File: config.mk
export PLATFORM = sky130hd
export DESIGN_NAME = dma_engine_flat
export DESIGN_NICKNAME = d
export VERILOG_FILES = /design/src/rtl/dma_engine_if.sv /design/src/rtl/dma_engine.sv /design/src/flat_wrapper.sv
export SDC_FILE = /design/constraint.sdc
export NUM_CORES = 1
export LEC_CHECK = 0
export ABC_AREA = 1
export BUFFER_PORTS_ARGS = -buffer_cell sky130_fd_sc_hd__buf_2
export CORE_MARGIN = 1
export CORE_UTILIZATION = 40
export CTS_CLUSTER_SIZE = 25
export DETAILED_ROUTE_END_ITERATION = 10
export SLEW_MARGIN = 20
export SYNTH_ARGS = -nofsm -noshare
export SYNTH_HDL_FRONTEND = slang
export SYNTH_SLANG_ARGS = --single-unit
File: constraint.sdc
create_clock -name clk -period 2.5 [get_ports clk]
set_clock_uncertainty 0.2 [all_clocks]
set_input_delay 0.125 -clock clk [delete_from_list [all_inputs] [get_ports clk]]
set_output_delay 0.125 -clock clk [all_outputs]
set_load 0.005 [all_outputs]
File: src/rtl/dma_engine_if.sv
// dma_engine_if: shared 32-bit RAM bus between the DMA initiator and the arbitrated responder.
interface dma_engine_if;
  logic        gnt;
  logic [31:0] addr;
  logic [31:0] wdata;
  logic        re;
  logic        we;
  logic [3:0]  wstrb;
  logic [31:0] rdata;
  modport master (input gnt, rdata, output addr, wdata, re, we, wstrb);
  modport slave  (output gnt, rdata, input addr, wdata, re, we, wstrb);
endinterface

File: src/rtl/dma_engine.sv
// dma_engine: word-granular copy/fill initiator with alignment and RAM window checks.
module dma_engine #(
  parameter int          LEN_W         = 16,
  parameter logic [31:0] RAM_BASE_ADDR = 32'h0001_0000,
  parameter logic [31:0] RAM_END_ADDR  = 32'h0001_4000
) (
  input  logic             clk,
  input  logic             rst_n,
  input  logic             start,
  input  logic             mode,
  input  logic [31:0]      src,
  input  logic [31:0]      dst,
  input  logic [LEN_W-1:0] len,
  input  logic [31:0]      fill_val,
  input  logic             abort,
  output logic             busy,
  output logic             done,
  output logic             err,
  dma_engine_if.master     bus
);
  typedef enum logic [2:0] {IDLE, CHECK, READ, WRITE, DONE} state_t;
  state_t state, state_nx;
  logic             md;
  logic [31:0]      sp, dp, dbuf;
  logic [LEN_W-1:0] cnt;
  logic [32:0]      dend, send;
  logic             bad;
  // 33-bit end addresses so a huge length cannot wrap back into the window
  assign dend = {1'b0, dp} + (33'(cnt) << 2);
  assign send = {1'b0, sp} + (33'(cnt) << 2);
  assign bad  = (cnt == '0) || (dp[1:0] != 2'b0) || (dp < RAM_BASE_ADDR) ||
                (dend > {1'b0, RAM_END_ADDR}) ||
                (!md && ((sp[1:0] != 2'b0) || (sp < RAM_BASE_ADDR) || (send > {1'b0, RAM_END_ADDR})));
  always_comb begin
    state_nx = state;
    case (state)
      IDLE:    state_nx = start ? CHECK : IDLE;
      CHECK:   state_nx = (abort || bad) ? DONE : (md ? WRITE : READ);
      READ:    state_nx = abort ? DONE : (bus.gnt ? WRITE : READ);
      WRITE:   state_nx = abort ? DONE : !bus.gnt ? WRITE : (cnt == LEN_W'(1)) ? DONE : (md ? WRITE : READ);
      default: state_nx = IDLE;
    endcase
  end
  assign busy      = (state == CHECK) || (state == READ) || (state == WRITE);
  assign done      = state == DONE;
  assign bus.re    = state == READ;
  assign bus.we    = state == WRITE;
  assign bus.wstrb = bus.we ? 4'hF : 4'h0;
  assign bus.addr  = bus.re ? sp : bus.we ? dp : 32'h0;
  assign bus.wdata = bus.we ? dbuf : 32'h0;
  always_ff @(posedge clk or negedge rst_n) begin
    if (!rst_n) begin
      state <= IDLE;
      md    <= 1'b0;
      sp    <= '0;
      dp    <= '0;
      cnt   <= '0;
      dbuf  <= '0;
      err   <= 1'b0;
    end else begin
      state <= state_nx;
      if (state == IDLE && start) begin
        md   <= mode;
        sp   <= src;
        dp   <= dst;
        cnt  <= len;
        dbuf <= fill_val;
        err  <= 1'b0;
      end
      if (state == READ && bus.gnt) begin
        dbuf <= bus.rdata;
        sp   <= sp + 32'd4;
      end
      if (state == WRITE && bus.gnt) begin
        dp  <= dp + 32'd4;
        cnt <= cnt - LEN_W'(1);
      end
      if ((busy && abort) || (state == CHECK && bad)) err <= 1'b1;
    end
  end
endmodule

File: src/flat_wrapper.sv
// flat-port wrapper written by rule: the top's interface ports become plain ports
module dma_engine_flat 
#(
  parameter int          LEN_W         = 16,
  parameter logic [31:0] RAM_BASE_ADDR = 32'h0001_0000,
  parameter logic [31:0] RAM_END_ADDR  = 32'h0001_4000
)
  (clk, rst_n, start, mode, src, dst, len, fill_val, abort, busy, done, err, bus_gnt, bus_rdata, bus_addr, bus_wdata, bus_re, bus_we, bus_wstrb);
  dma_engine_if bus_i ();
  input  logic clk;
  input  logic rst_n;
  input  logic start;
  input  logic mode;
  input  logic [31:0] src;
  input  logic [31:0] dst;
  input  logic [LEN_W-1:0] len;
  input  logic [31:0] fill_val;
  input  logic abort;
  output logic busy;
  output logic done;
  output logic err;
  input wire logic [$bits(bus_i.gnt)-1:0] bus_gnt;
  input wire logic [$bits(bus_i.rdata)-1:0] bus_rdata;
  output wire logic [$bits(bus_i.addr)-1:0] bus_addr;
  output wire logic [$bits(bus_i.wdata)-1:0] bus_wdata;
  output wire logic [$bits(bus_i.re)-1:0] bus_re;
  output wire logic [$bits(bus_i.we)-1:0] bus_we;
  output wire logic [$bits(bus_i.wstrb)-1:0] bus_wstrb;
  assign bus_i.gnt = bus_gnt;
  assign bus_i.rdata = bus_rdata;
  assign bus_addr = bus_i.addr;
  assign bus_wdata = bus_i.wdata;
  assign bus_re = bus_i.re;
  assign bus_we = bus_i.we;
  assign bus_wstrb = bus_i.wstrb;
  dma_engine #(.LEN_W(LEN_W), .RAM_BASE_ADDR(RAM_BASE_ADDR), .RAM_END_ADDR(RAM_END_ADDR)) u_core (.clk(clk), .rst_n(rst_n), .start(start), .mode(mode), .src(src), .dst(dst), .len(len), .fill_val(fill_val), .abort(abort), .busy(busy), .done(done), .err(err), .bus(bus_i));
endmodule
==> flow_summary_export.csv <==
group,metric,value,unit
run_status,status,"finished, violations left",
run_status,violations,"setup timing",
critical_path,worstRegToRegCells,21,
sta,worst_slew_pin_slew,0.590,ns
grt,grt_max_degree,73,
routing,wl_per_cell,17.1,um
layout,syn2layout_area_growth,51.1,%
power_and_ir_drop,switching_share,42.1,%
routing,drt_pre_antenna_iters,6,
synth,synth-edff-count,0,
routing,drt_iter0_drc,1230,
grt,grt_overflow_total,0,
floorplan,dieArea,0.0268,sq mm
layout,drive_gt1_share,26.8,%
clock_network,cts_tree,"yes",
power_and_ir_drop,p_leak,8.06,nW
grt,grt_usage,32.2,%
clock_network,h-tree-depth,4,
floorplan,std_cell_rows,58,
floorplan,die_h,164,um
run,max-cap-violations,0,
synth,avgSynthCellArea,6.34,sq um
layout,fin_cells,2529,
critical_path,cp.required,2.61,ns
grt,grt_pass1_vias,12900,
placement,io_buffers,222,
placement,place_inst,2334,
synth,async_reset_ff_share,100,%
hold_path,hold_class,"primary input to asynchronous set/reset pin",
critical_path,path_max_fanout,3,
power_and_ir_drop,p_seq_share,24.0,%
synth,synth_top_area_cell,"dfrtp_1",
sta,whs,0.0301,ns
power_and_ir_drop,vdd_drop_max,0.000459,V
floorplan,core_area,0.0255,sq mm
routing,drt-total-wl,43.3,mm
layout,nets,2374,
critical_path,startpoint,"u_core.cnt[0]",
synth,yosys_most_used_dff,"dfrtp_1",
sta,timing.final.crit_share,117,%
clock_network,cts_buffers,17,
grt,antenna_found_initial,0,
floorplan,io_pins,223,
routing,ant_nets,0,
sta,slew_headroom,60.3,%
routing,viasPerCell,5.29,
power_and_ir_drop,clkPwrFrac,24.8,%
synth,ys_ff_latch,117,
power_and_ir_drop,pwr_density_cell,707,mW/mm^2
critical_path,reg2reg_slack,-0.43,ns
critical_path,worstSetupPathType,"flop to flop",
sta,setup_violations,4,
clock_network,clk_latency,0.44,ns
layout,fillCellCount,2343,
critical_path,reg2reg_to,"u_core.state[2]",
placement,globalplace.congestion,0.966,
sta,setup_slack,-0.433,ns
placement,pre_cts_ws,-0.379,ns
critical_path,critPathArrivalTime,3.04,ns
sta,fmax,341,MHz
clock_network,cts_root_buf,"clkbuf_16",
routing,num_vias,13400,
synth,synth_cells,1652,
clock_network,cts_sinks,117,
synth,synthDistinctLibCells,50,
layout,antenna_cells,0,
grt,grt_pass1_wl,66.6,mm
sta,timing.final.crit_period,2.93,ns
synth,ys_warn_count,0,
floorplan,die_w,164,um
clock_network,clock_path_buffers,2,
clock_network,clkTransAtPathRegs,0.06,ns
sta,final-max-slew-violation-count,0,
routing,route.detailed.drc,0,
placement,dp_hpwl,32.3,mm
synth,synthesis.area,0.0105,sq mm
power_and_ir_drop,combPwrFrac,51.1,%
layout,multi_input_area,0.00670,sq mm
power_and_ir_drop,p_int,6.49,mW
critical_path,endpoint_kind,"flop",
floorplan,initial_utilization,41.1,%
sta,setup_tns,-1.57,ns
sta,rsz0062_at_grt,"yes",
layout,seqCellArea,0.00293,sq mm
power_and_ir_drop,p_switching,4.71,mW
critical_path,startpoint_type,"flop",
critical_path,r2r_start,"u_core.cnt[0]",
sta,hold_violations,0,
synth,syn_nets,1840,
synth,seq_area_frac_synth,27.9,%
synth,synth_top_area_share,27.9,%
synth,synth.area.top_cells,"dfrtp_1 28%, nand2_1 16%, inv_1 8.8%",
cell families after synthesis:
group                      share of synthesized area, %
adders and majority gates                          4.68
and+or+nand+nor                                    36.6
buffers and inverters                              11.5
xor gates and xnor gates                           2.34
DFF                                                27.9
AOI/OAI and AO/OA                                  17.0
flip-flops by register name, indices dropped and copies added, names as in the netlist:
signal	flops
u_core.cnt	16
u_core.dbuf	32
u_core.dp	32
u_core.err	1
u_core.md	1
u_core.sp	32
u_core.state	3
power groups by stage:
stage                     Combinational [mW]  Clock (mW)  Sequential (mW)
final                                   5.72        2.78             2.69
after global routing                    6.33        2.89             2.72
after CTS                               5.44        2.80             2.67
after detailed placement                5.18           0             2.70
after global placement                  5.14           0             2.70
after floorplan                         3.05           0             2.63
worst max path at each step:
stage | endpoint | depth (start not counted)
floorplan | u_core.state[2] | 20
global placement | u_core.state[2] | 21
detailed placement | u_core.state[2] | 21
CTS | u_core.state[2] | 21
global route | u_core.state[2] | 21
finish | u_core.state[2] | 21
Yosys cell counts (3+ instances only):
library cell / instances
nand2_1: 438
inv_1: 245
nor2_1: 187
dfrtp_1: 117
nand3_1: 116
a21oi_1: 83
o22ai_1: 66
o21ai_0: 52
o211ai_1: 46
ha_1: 36
xor2_1: 26
nor3_1: 25
clkbuf_1: 23
nand2_2: 23
nand4_1: 23
buf_2: 16
nor2_2: 15
inv_2: 13
nand3b_1: 11
o221ai_1: 11
buf_1: 8
nand3_2: 7
o21ai_1: 6
a22oi_1: 5
buf_4: 5
nor3_2: 5
nor4_1: 5
a22o_1: 4
nor2_4: 3
area by class of cell:
class	instances	share of cell area (%)
Clock buffer	19	2.73
Inverter	258	6.12
Multi-Input combinational cell	1225	42.3
Timing Repair Buffer	567	26.5
Tap cell	330	2.61
Sequential cell	117	18.5
Clock inverter	13	1.30
metal layers:
layer	GRT usage [%]	wire (um)	vias to the layer above
met2	52.0	20100	504
met3	5.08	2650	99
met4	10.9	1230	0
met1	43.5	19300	6265
met5	0	0	-
li1	-	-	6499
repair_timing:
item	CTS	global route
hold buffers	149	0
setup buffers	3	11
gates resized for setup	15	79
pin swaps	3	31
endpoints found under the setup margin	15	30
endpoints found under the hold margin	234	0
per-stage QoR:
step                      utilization, %  total power [mW]  instance area [sq um]
after detailed placement            52.0              7.88                  13300
after floorplan                        -              5.68                  10500
after CTS                           60.7              10.9                  15500
after global placement              52.0              7.84                  13300
final                               62.2              11.2                  15800
after global routing                62.2              11.9                  15800
cell usage in the layout, fill, tap and decap left out, types with 12 or more instances in the layout:
cell / synthesis / final
nand4_1: 23 / 23
nand2_1: 438 / 420
o211ai_1: 46 / 46
buf_4: 5 / 183
inv_1: 245 / 238
a21oi_1: 83 / 79
dlygate4sd3_1: 0 / 149
buf_2: 16 / 221
dfrtp_1: 117 / 117
nand3_2: 7 / 12
nand3_1: 116 / 109
o22ai_1: 66 / 66
nor2_1: 187 / 174
nor2_2: 15 / 19
o21ai_0: 52 / 47
nor3_1: 25 / 21
nor2_4: 3 / 12
xor2_1: 26 / 25
inv_2: 13 / 19
ha_1: 36 / 31
clkbuf_16: 0 / 17
nand2_2: 23 / 33
worst max-delay path, cell delays in order (launching register included):
cell and delay, ns:
dfrtp_1 0.44, ha_2 0.22, inv_2 0.04, fa_2 0.37, inv_2 0.09, nand3_4 0.07
nand2_4 0.12, nand2_4 0.06, nand2_4 0.07, nand2_4 0.05, nand2_4 0.06, nand2_2 0.05
nand2_2 0.07, nand2_2 0.05, nor2_2 0.10, nand2_1 0.08, a21oi_2 0.16, nand2_2 0.09
nor2_4 0.15, nand2_2 0.07, o21ai_1 0.13, nand2_1 0.07
No activity file was read; power rests on OpenSTA's default activity.
